===== src/rtl/uart_rx_cfg.sv =====
// uart_rx_cfg: oversampled UART receiver with configurable framing
// and a valid/ready output register that flags dropped frames.
module uart_rx_cfg #(
  parameter int DBIT      = 8,
  parameter int OS        = 16,
  parameter bit PAR_EN    = 1'b0,
  parameter bit PAR_ODD   = 1'b0,
  parameter int STOP_BITS = 1
) (
  input  logic            clk,
  input  logic            reset,
  input  logic            Data_in,
  input  logic            tick,
  output logic [DBIT-1:0] dout,
  output logic            valid,
  input  logic            ready,
  output logic            frame_err,
  output logic            parity_err,
  output logic            overrun,
  output logic            busy
);
  localparam int TW = $clog2(OS);
  localparam int BW = $clog2(DBIT + 1);
  localparam logic [TW-1:0] T_HALF = TW'(OS / 2 - 1);
  localparam logic [TW-1:0] T_LAST = TW'(OS - 1);
  localparam logic [BW-1:0] B_LAST = BW'(DBIT - 1);
  localparam logic [BW-1:0] S_LAST = BW'(STOP_BITS - 1);

  typedef enum logic [2:0] {IDLE, START, DATA, PARITY, STOP} state_t;

  state_t            state_q, state_d;
  logic [TW-1:0]     tcnt_q, tcnt_d;
  logic [BW-1:0]     bcnt_q, bcnt_d;
  logic [DBIT-1:0]   sreg_q, sreg_d;
  logic              ferr_q, ferr_d;
  logic              perr_q, perr_d;
  logic [1:0]        sync_q;
  logic              rx_s;
  logic              mid;
  logic              done;
  logic              hshk;

  assign rx_s = sync_q[1];
  assign mid  = (tcnt_q == T_LAST);
  assign busy = (state_q != IDLE);
  assign hshk = valid & ready;

  always_ff @(posedge clk or posedge reset) begin
    if (reset) begin
      sync_q  <= 2'b11;
      state_q <= IDLE;
      tcnt_q  <= '0;
      bcnt_q  <= '0;
      sreg_q  <= '0;
      ferr_q  <= 1'b0;
      perr_q  <= 1'b0;
    end else begin
      sync_q  <= {sync_q[0], Data_in};
      state_q <= state_d;
      tcnt_q  <= tcnt_d;
      bcnt_q  <= bcnt_d;
      sreg_q  <= sreg_d;
      ferr_q  <= ferr_d;
      perr_q  <= perr_d;
    end
  end

  always_comb begin
    state_d = state_q;
    tcnt_d  = tcnt_q;
    bcnt_d  = bcnt_q;
    sreg_d  = sreg_q;
    ferr_d  = ferr_q;
    perr_d  = perr_q;
    done    = 1'b0;
    if (tick) begin
      unique case (state_q)
        IDLE: begin
          if (!rx_s) begin
            state_d = START;
            tcnt_d  = '0;
          end
        end
        START: begin
          if (tcnt_q == T_HALF) begin
            tcnt_d  = '0;
            bcnt_d  = '0;
            ferr_d  = 1'b0;
            perr_d  = 1'b0;
            state_d = rx_s ? IDLE : DATA;
          end else begin
            tcnt_d = tcnt_q + TW'(1);
          end
        end
        DATA: begin
          if (mid) begin
            tcnt_d = '0;
            sreg_d = {rx_s, sreg_q[DBIT-1:1]};
            if (bcnt_q == B_LAST) begin
              bcnt_d  = '0;
              state_d = PAR_EN ? PARITY : STOP;
            end else begin
              bcnt_d = bcnt_q + BW'(1);
            end
          end else begin
            tcnt_d = tcnt_q + TW'(1);
          end
        end
        PARITY: begin
          if (mid) begin
            tcnt_d  = '0;
            perr_d  = ((^sreg_q) ^ rx_s) != PAR_ODD;
            state_d = STOP;
          end else begin
            tcnt_d = tcnt_q + TW'(1);
          end
        end
        STOP: begin
          if (mid) begin
            tcnt_d = '0;
            ferr_d = ferr_q | ~rx_s;
            if (bcnt_q == S_LAST) begin
              bcnt_d  = '0;
              done    = 1'b1;
              state_d = IDLE;
            end else begin
              bcnt_d = bcnt_q + BW'(1);
            end
          end else begin
            tcnt_d = tcnt_q + TW'(1);
          end
        end
        default: state_d = IDLE;
      endcase
    end
  end

  // A finished frame is only dropped when the previous one is still unread.
  always_ff @(posedge clk or posedge reset) begin
    if (reset) begin
      dout       <= '0;
      valid      <= 1'b0;
      frame_err  <= 1'b0;
      parity_err <= 1'b0;
      overrun    <= 1'b0;
    end else begin
      if (hshk) overrun <= 1'b0;
      if (done) begin
        if (!valid || ready) begin
          dout       <= sreg_q;
          frame_err  <= ferr_d;
          parity_err <= perr_d & PAR_EN;
          valid      <= 1'b1;
        end else begin
          overrun <= 1'b1;
        end
      end else if (hshk) begin
        valid <= 1'b0;
      end
    end
  end
endmodule


===== config.mk =====
export PLATFORM = sky130hd
export DESIGN_NAME = uart_rx_cfg
export DESIGN_NICKNAME = d
export VERILOG_FILES = /design/src/rtl/uart_rx_cfg.sv
export SDC_FILE = /design/constraint.sdc
export NUM_CORES = 1
export LEC_CHECK = 0
export ABC_AREA = 1
export CAP_MARGIN = 20
export CORE_MARGIN = 2
export CORE_UTILIZATION = 56
export DETAILED_ROUTE_END_ITERATION = 12
export PLACE_DENSITY_LB_ADDON = 0.15
export SLEW_MARGIN = 20
export SYNTH_ARGS = -nofsm -noshare
export SYNTH_HDL_FRONTEND = slang
export SYNTH_SLANG_ARGS = --single-unit
export TNS_END_PERCENT = 50

===== constraint.sdc =====
create_clock -name clk -period 4.33 [get_ports clk]
set_input_delay 0.433 -clock clk [delete_from_list [all_inputs] [get_ports clk]]
set_output_delay 0.433 -clock clk [all_outputs]
set_load 0.005 [all_outputs]

* After elaboration in Yosys (flattened, before gate mapping)
Index checks and enable logic that the tools add are counted.
** Cells by class
- Add/sub/neg operators :: 2
- Equal/unequal tests :: 15
- Multiplexer cells :: 33
- Bitwise operators :: 3
- Reduce and logical (&&, ||, !) cells :: 15
** Operators with widths (count)
- 2-to-1 mux 4 bit :: 8
- case mux 4 bit (3 select lines) :: 2
- 2-to-1 mux 3 bit :: 7
- case mux 3 bit (5 select lines) :: 1
- inequality test 2 bit, second input constant :: 7
- 2-to-1 mux 1 bit :: 13
- nonzero test 3 bit :: 3
- adder 4 x 1 -> 4 bit, second input constant :: 2
- equality test 4 x 3 -> 1 bit, second input constant :: 2
- AND reduction 8 bit :: 1
- equality test 3 x 2 -> 1 bit, second input constant :: 2
- AND reduction 3 bit :: 2
- AND reduction 5 bit :: 1
- equality test 4 bit, second input constant :: 1
- zero test 4 bit :: 1
- AND reduction 2 bit :: 2
- equality test 3 x 1 -> 1 bit, second input constant :: 1
- equality test 3 bit, second input constant :: 1
- zero test 3 bit :: 1
- OR reduction 3 bit :: 1
- 2-to-1 mux 2 bit :: 1
- inequality test 2 x 1 -> 1 bit, second input constant :: 1
- case mux 1 bit (2 select lines) :: 1
- nonzero test 2 bit :: 1
- 5 further kinds :: 5
** Storage, ports and cells
- Bits in registers :: 33
- Bits of input ports :: 5
- Output and inout bits :: 13
- Logic and storage cells :: 78

* Logic depth before layout (Yosys ltp)
Gate-level depths: netlist (run 1).
- Word-level depth :: 7
- Gate-level depth with buffers :: 10
- Gate-level depth less buffers :: 10

* Least setup slack after synthesis (run 1)
Ideal clock, no wire load.
- Path type :: register to register
- Start :: register tcnt_q[0]
- End :: register dout[1]
- Setup time :: 0.118 ns
- Arrival :: 1.240 ns
- Required time :: 4.212 ns
- Path slack :: 2.972 ns
- Stages on the path, launching flop included :: 8
- Path buffers :: 1
- Clock period less this slack :: 1.358 ns
- Path through :: dfrtp_1 ha_1 nand3_2 nor2_4 nand3_4 buf_6 nand2_1 o21ai_2
** On the way
- Longest elaborated chain between the ends :: 5
** RTL lines
- from (decl) :: RTL line 32 : logic [TW-1:0] tcnt_q, tcnt_d;
- from (signal assigned) :: RTL line 60 : tcnt_q <= tcnt_d;
- equality test 4 bit :: RTL line 44 : assign mid = (tcnt_q == T_LAST);
- 2-to-1 mux 1 bit :: RTL line 119 : if (mid) begin
- 2-to-1 mux 1 bit :: RTL line 77 : unique case (state_q)
- 2-to-1 mux 1 bit :: RTL line 76 : if (tick) begin
- AND reduction 2 bit (no source line)
- to (signal assigned) :: RTL line 150 : dout <= sreg_q;
- to (decl) :: RTL line 14 : output logic [DBIT-1:0] dout,
Every way passes these cells.
A chain may end at the register's enable or synchronous reset.

* Final worst setup path (run 1)
- Start :: register state_q[0]
- End :: output busy
** On the way
- Longest elaborated chain between the ends :: 1
** RTL lines
- from (decl) :: RTL line 31 : state_t state_q, state_d;
- from (signal assigned) :: RTL line 59 : state_q <= state_d;
- nonzero test 3 bit :: RTL line 45 : assign busy = (state_q != IDLE);
- to (decl) :: RTL line 20 : output logic busy
Every way passes these cells.

==> impl_metrics.py, run 1 <==
metrics = {
    "critical_path": {
        "start_kind": "flip-flop",
        "endpoint_kind": "primary output",
        "path_class": "reg -> out",
        "crit_path_top_delay_cell": "clkdlybuf4s50_1",
        "cp_num_buf_inv": 1,
        "arrival_ns": 1.60,
        "cp_top_family": "buffers and inverters",
        "worstPathCellList": "nor2_2 > nand2_1 > clkdlybuf4s50_1",
        "path_max_fanout": 4,
        "crit_required_ns": 3.90,
        "cpPeakStageDelay_ns": 0.47,
    },
    "clocking": {
        "clockBufferDepth": 2,
        "post-cts-setup-buffers": 0,
        "clock-sinks": 33,
        "worstSkewPairLatency_ns": 0.33,
        "cts.reportedPaths.clkPinSlew_ns": 0.11,
        "htreeDepth": 2,
        "cts_tree": "done",
        "root_buffer": "clkbuf_4",
        "ctsResizeCount": 0,
        "hold_buffers": 0,
        "cts_made_buffers": 5,
    },
    "synthesis": {
        "synth_flop_cell": "dfrtp_1",
        "synth-simple-area-share_pct": 30.5,
        "synth_compound_area_share_pct": 9.74,
        "synthAdderAreaFrac_pct": 2.23,
        "synth_seq_cells": 33,
        "seq_area_frac_synth_pct": 49.2,
        "synth_area_leader_cell": "dfrtp_1",
        "syn_nets": 214,
        "avgSynthCellArea_um2": 8.17,
        "synth_xor_area_share_pct": 0.520,
        "synthTopCellsByArea": "dfrtp_1 46%, nand2_1 16%, inv_1 5.4%",
        "synth_edf_count": 0,
        "synth_cell_types": 26,
        "ys_warn_count": 0,
        "netlist_area_um2": 1680,
        "synth_cells": 206,
        "synthMuxAreaShare_pct": 0,
        "synthDominantCellAreaShare_pct": 46.1,
        "synth_top_family_by_area": "simple AND/OR/NAND/NOR gates",
        "async_flop_share_pct": 100,
    },
    "final_layout": {
        "design_area_um2": 1940,
        "drive_gt1_share_pct": 14.9,
        "nets": 235,
        "diodes": 0,
        "fin_cells": 259,
        "syn2layout_area_growth_pct": 15.5,
    },
    "hold_path": {
        "hold_path.class": "reg -> reg",
    },
    "sta": {
        "fmax_mhz": 492,
        "timing.hold.ws_ns": 0.357,
        "slew_viol_final": 0,
        "worst_slack_ns": 2.30,
        "fin_worst_skew_ns": 0.0120,
        "min_period_ns": 2.03,
        "finalSetupViolCount": 0,
        "rsz0062_at_grt": "false",
        "min_period_over_period_pct": 46.9,
        "setup_tns_ns": 0,
        "hold_viol_final": 0,
    },
    "floorplanning": {
        "start_util_pct": 60.0,
        "dieWidth_um": 58.8,
        "die_h_um": 58.8,
        "fp-row-count": 19,
        "core_area_um2": 2810,
        "num_io_pins": 18,
        "die-area_um2": 3460,
    },
    "grt": {
        "grt-ovfl-total": 0,
        "grt_pass1_vias": 1312,
        "grt_max_degree": 34,
        "track_usage_pct": 21.3,
        "grt_pass1_wl_um": 5520,
        "antenna_found_initial": 0,
    },
    "job": {
        "max-cap-violations": 0,
    },
    "route": {
        "drt-pass1-iter-count": 8,
        "viasPerCell": 5.15,
        "route.detailed.drc": 2,
        "antenna_left": 0,
        "vias": 1334,
        "wl_um": 3120,
        "wire_per_inst_um": 12.1,
        "detail_route.iter0.violations": 72,
    },
    "placed_design": {
        "dp_slack_ns": 2.49,
        "hpwl_um": 2290,
        "placedCellCount": 251,
        "dpl-instance-area_um2": 1860,
        "numPortBuffers": 16,
        "gp_congestion": 0.820,
    },
    "status": {
        "status": "finished with violations",
        "violations": "DRC",
    },
    "power": {
        "leakage_nw": 0.948,
        "ir_drop_mv": 0.306,
        "p_per_area_nw_per_um2": 437,
    },
}
where the power goes:
group	leakage (nW)	switching (mW)	internal, mW
Combinational	0.452	0.164	0.0823
Sequential	0.450	0.0307	0.331
Clock	0.0455	0.104	0.138
Total	0.948	0.299	0.551
flip-flops by register name (all words and copies together), names as in the netlist:
register and cells:
bcnt_q 4, dout 8, ferr_q 1, frame_err 1
overrun 1, sreg_q 8, state_q 3, sync_q 2
tcnt_q 4, valid 1
final timing paths:
path | from | end | slack [ns] | cells after the start
worst max-delay path | state_q[0]$_DFFE_PP0P_ | busy | 2.30 | 3
worst min register to register | sync_q[0]$_DFF_PP1_ | sync_q[1]$_DFF_PP1_ | 0.36 | 0
min in group asynchronous | reset | sreg_q[3]$_DFFE_PP0P_ | 0.48 | 3
worst min-delay path | sync_q[0]$_DFF_PP1_ | sync_q[1]$_DFF_PP1_ | 0.36 | 0
max in group asynchronous | reset | sync_q[0]$_DFF_PP1_ | 3.52 | 3
worst max register to register | tcnt_q[0]$_DFFE_PP0P_ | bcnt_q[3]$_DFFE_PP0P_ | 2.79 | 9
cells in the final DEF, fill, tap and decap left out, drive strengths merged, types with 2 or more instances in the layout:
cell type	n
dfstp	2
clkdlybuf4s50	16
nor2	20
ha	3
inv	26
a21oi	2
clkbuf	7
nand2	73
nand3	19
o21ai	21
dfrtp	31
cell type report:
| cell class | count | area (µm²) |
|---|---|---|
| Fill cell | 233 | 861 |
| Sequential cell | 33 | 828 |
| Multi-Input combinational cell | 144 | 727 |
| Timing Repair Buffer | 17 | 168 |
| Inverter | 26 | 97.6 |
| Clock buffer | 7 | 55.1 |
| Tap cell | 31 | 38.8 |
| Clock inverter | 1 | 30.0 |
per-stage QoR:
| step | power (mW) | utilization [%] |
|---|---|---|
| after global placement | 0.599 | 66.3 |
| after detailed placement | 0.611 | 66.3 |
| final | 0.850 | 69.3 |
| after floorplan | 0.546 | - |
| after global routing | 0.904 | 69.3 |
| after CTS | 0.857 | 69.3 |
cell usage after synthesis (all sizes together), types with 2 or more instances:
master and instances:
dfstp 2, nor2 20, dfrtp 31, ha 3
inv 26, nand2 73, o21ai 21, buf 3
a21oi 2, nand3 19
metal layers:
metal,share of wire [%],global-route usage (%)
met2,50,35.2
met5,0,0
met4,1.6,10.4
met3,3.4,4.84
met1,45,26.1
cells by family after synthesis:
group,Yosys count
adder cells (fa/ha/maj),3
flip-flops,33
AO/OA/AOI/OAI,24
XOR/XNOR,1
other,1
AND/OR/NAND/NOR,115
buffers and inverters,29
worst reg2reg max path, cell delays in order, from the launching register on:
cell     delay (ns)
dfrtp_1        0.40
ha_1           0.24
nand2_1        0.07
nor2_1         0.14
nor2_1         0.09
nor2_1         0.15
nand2_1        0.07
nor2_1         0.15
nand2_1        0.10
nand2_1        0.06
No activity file was read; power rests on OpenSTA's default activity.
==> inputs of run 2 (changes only) <==
--- a/config.mk
+++ b/config.mk
@@ -8,7 +8,7 @@
 export ABC_AREA = 1
 export CAP_MARGIN = 20
 export CORE_MARGIN = 2
-export CORE_UTILIZATION = 56
+export CORE_UTILIZATION = 55
 export DETAILED_ROUTE_END_ITERATION = 12
 export PLACE_DENSITY_LB_ADDON = 0.15
 export SLEW_MARGIN = 20
==> constraint.sdc (replaced) <==
create_clock -name clk -period 1.9 [get_ports clk]
set_input_delay 0.19 -clock clk [delete_from_list [all_inputs] [get_ports clk]]
set_output_delay 0.19 -clock clk [all_outputs]
set_load 0.005 [all_outputs]
==> impl_metrics.py, run 2 (synthesis results as in run 1) <==
metrics = {
    "critical_path": {
        "worstPathCellList": "inv_2 > nand2_1 > clkdlybuf4s50_1",
        "path_class": "reg -> out",
        "arrival_ns": 1.55,
        "path_max_fanout": 5,
        "rrSetupSlack_ns": 0.35,
        "r2r_end": "bcnt_q[0]$_DFFE_PP0P_",
        "cpPeakStageDelay_ns": 0.52,
        "crit_required_ns": 1.71,
        "reg2reg_depth": 8,
        "r2r-start": "tcnt_q[0]$_DFFE_PP0P_",
        "start_kind": "flip-flop",
        "cp_top_family": "buffers and inverters",
        "cp_num_buf_inv": 2,
        "endpoint_kind": "primary output",
        "crit_path_top_delay_cell": "clkdlybuf4s50_1",
    },
    "grt": {
        "grt_pass1_wl_um": 5400,
        "antenna_found_initial": 0,
        "grt_pass1_vias": 1254,
        "grt-ovfl-total": 0,
        "track_usage_pct": 20.8,
        "grt_max_degree": 34,
    },
    "clocking": {
        "ctsResizeCount": 0,
        "worstSkewPairLatency_ns": 0.33,
        "post-cts-setup-buffers": 0,
        "hold_buffers": 0,
        "clockBufferDepth": 2,
        "cts_tree": "done",
        "root_buffer": "clkbuf_4",
        "htreeDepth": 2,
        "cts_made_buffers": 5,
        "clock-sinks": 33,
        "cts.reportedPaths.clkPinSlew_ns": 0.10,
    },
    "route": {
        "wl_um": 2980,
        "wire_per_inst_um": 11.4,
        "drt-pass1-iter-count": 4,
        "dr_wl_met2_um": 1460,
        "routed-wl-met3_um": 101,
        "vias": 1306,
        "route.detailed.drc": 0,
        "met1_length_um": 1390,
        "viasPerCell": 5.00,
        "highest_layer": "met4",
        "detail_route.iter0.violations": 48,
        "antenna_left": 0,
    },
    "sta": {
        "min_period_ns": 1.74,
        "timing.hold.ws_ns": 0.256,
        "fmax_mhz": 574,
        "slew_viol_final": 0,
        "setup_tns_ns": 0,
        "min_period_over_period_pct": 91.7,
        "fin_worst_skew_ns": 0.00702,
        "finalSetupViolCount": 0,
        "rsz0062_at_grt": "false",
        "hold_viol_final": 0,
    },
    "power": {
        "total_power_mw": 1.74,
        "leakage_nw": 0.934,
        "p_per_area_nw_per_um2": 909,
        "ir_drop_mv": 0.567,
    },
    "final_layout": {
        "final_common_cell": "nand2_1",
        "fin_cells": 261,
        "most-common-layout-cells": "71 x nand2_1, 31 x dfrtp_1, 24 x inv_1",
        "diodes": 0,
        "drive_gt1_share_pct": 14.9,
        "fillCellCount": 264,
        "reg_top3": "dout (8), sreg_q (8)",
        "nets": 235,
        "syn2layout_area_growth_pct": 13.7,
    },
    "status": {
        "status": "complete, no violations",
    },
    "floorplanning": {
        "start_util_pct": 56.5,
        "num_io_pins": 18,
        "die-area_um2": 3520,
        "dieWidth_um": 59.3,
        "fp-row-count": 20,
        "core_area_um2": 2980,
        "die_h_um": 59.3,
    },
    "placed_design": {
        "placedCellCount": 253,
        "gp_congestion": 0.846,
        "hpwl_um": 2260,
        "numPortBuffers": 16,
    },
    "hold_path": {
        "hold_path.class": "in -> async",
    },
    "job": {
        "max-cap-violations": 0,
    },
}
==> run 2: cell types whose count changed in the layout (fill, tap and decap cells not counted), sizes merged <==
cell | before | now
clkinv | 0 | 2
clkbuf | 7 | 6
bufinv | 1 | 0
==> run 2: per-layer routing <==
metal / up-vias / global-route usage, %
li1: 682 / -
met5: - / 0
met2: 25 / 32.5
met1: 595 / 27.3
met4: 0 / 10.1
met3: 4 / 4.59
==> run 2: worst register-to-register path: stages (launching register included) <==
cell,delay (ns)
dfrtp_1,0.41
ha_1,0.24
nand2_1,0.07
nor2_1,0.16
nor2_1,0.09
nor2_1,0.17
nand3_2,0.16
nand2_1,0.09
o21ai_1,0.07
==> run 2: cell type report <==
class,count,area [µm²],area share (%)
Sequential cell,33,828,43.3
Multi-Input combinational cell,144,727,38.0
Timing Repair Buffer,17,168,8.76
Inverter,26,97.6,5.10
Clock buffer,6,41.3,2.16
Tap cell,33,41.3,2.16
Clock inverter,2,10.0,0.523
==> run 2: worst max-delay path by stage <==
stage               slack, ns             endpoint  cells past startpoint                   start
floorplan                0.54  dout[1]$_DFFE_PP0P_                      7   tcnt_q[0]$_DFFE_PP0P_
global placement         0.34  dout[2]$_DFFE_PP0P_                      6                    tick
detailed placement       0.27  dout[3]$_DFFE_PP0P_                      6                    tick
CTS                      0.14                 busy                      3  state_q[0]$_DFFE_PP0P_
global route             0.06                 busy                      3  state_q[0]$_DFFE_PP0P_
finish                   0.16                 busy                      3  state_q[2]$_DFFE_PP0P_
==> run 2: report_power, final <==
group	leakage [nW]	switching [mW]	internal [mW]
logic	0.452	0.359	0.187
registers	0.450	0.0675	0.754
clock network	0.0320	0.231	0.141
==> run 2: stage by stage <==
| step | setup slack (ns) | utilization (%) | instance area [µm²] |
|---|---|---|---|
| after global placement | 0.338 | 62.5 | 1860 |
| final | 0.158 | 64.2 | 1910 |
| after detailed placement | 0.274 | 62.5 | 1860 |
| after floorplan | 0.542 | - | 1680 |
| after global routing | 0.0585 | 64.2 | 1910 |
| after CTS | 0.140 | 64.2 | 1910 |
==> inputs of run 3 (changes only) <==
--- a/config.mk
+++ b/config.mk
@@ -11,7 +11,7 @@
 export CORE_UTILIZATION = 55
 export DETAILED_ROUTE_END_ITERATION = 12
 export PLACE_DENSITY_LB_ADDON = 0.15
-export SLEW_MARGIN = 20
+export SLEW_MARGIN = 10
 export SYNTH_ARGS = -nofsm -noshare
 export SYNTH_HDL_FRONTEND = slang
 export SYNTH_SLANG_ARGS = --single-unit
==> results of run 3 <==
The final DEF is identical to that of run 2; final timing and power are the same.
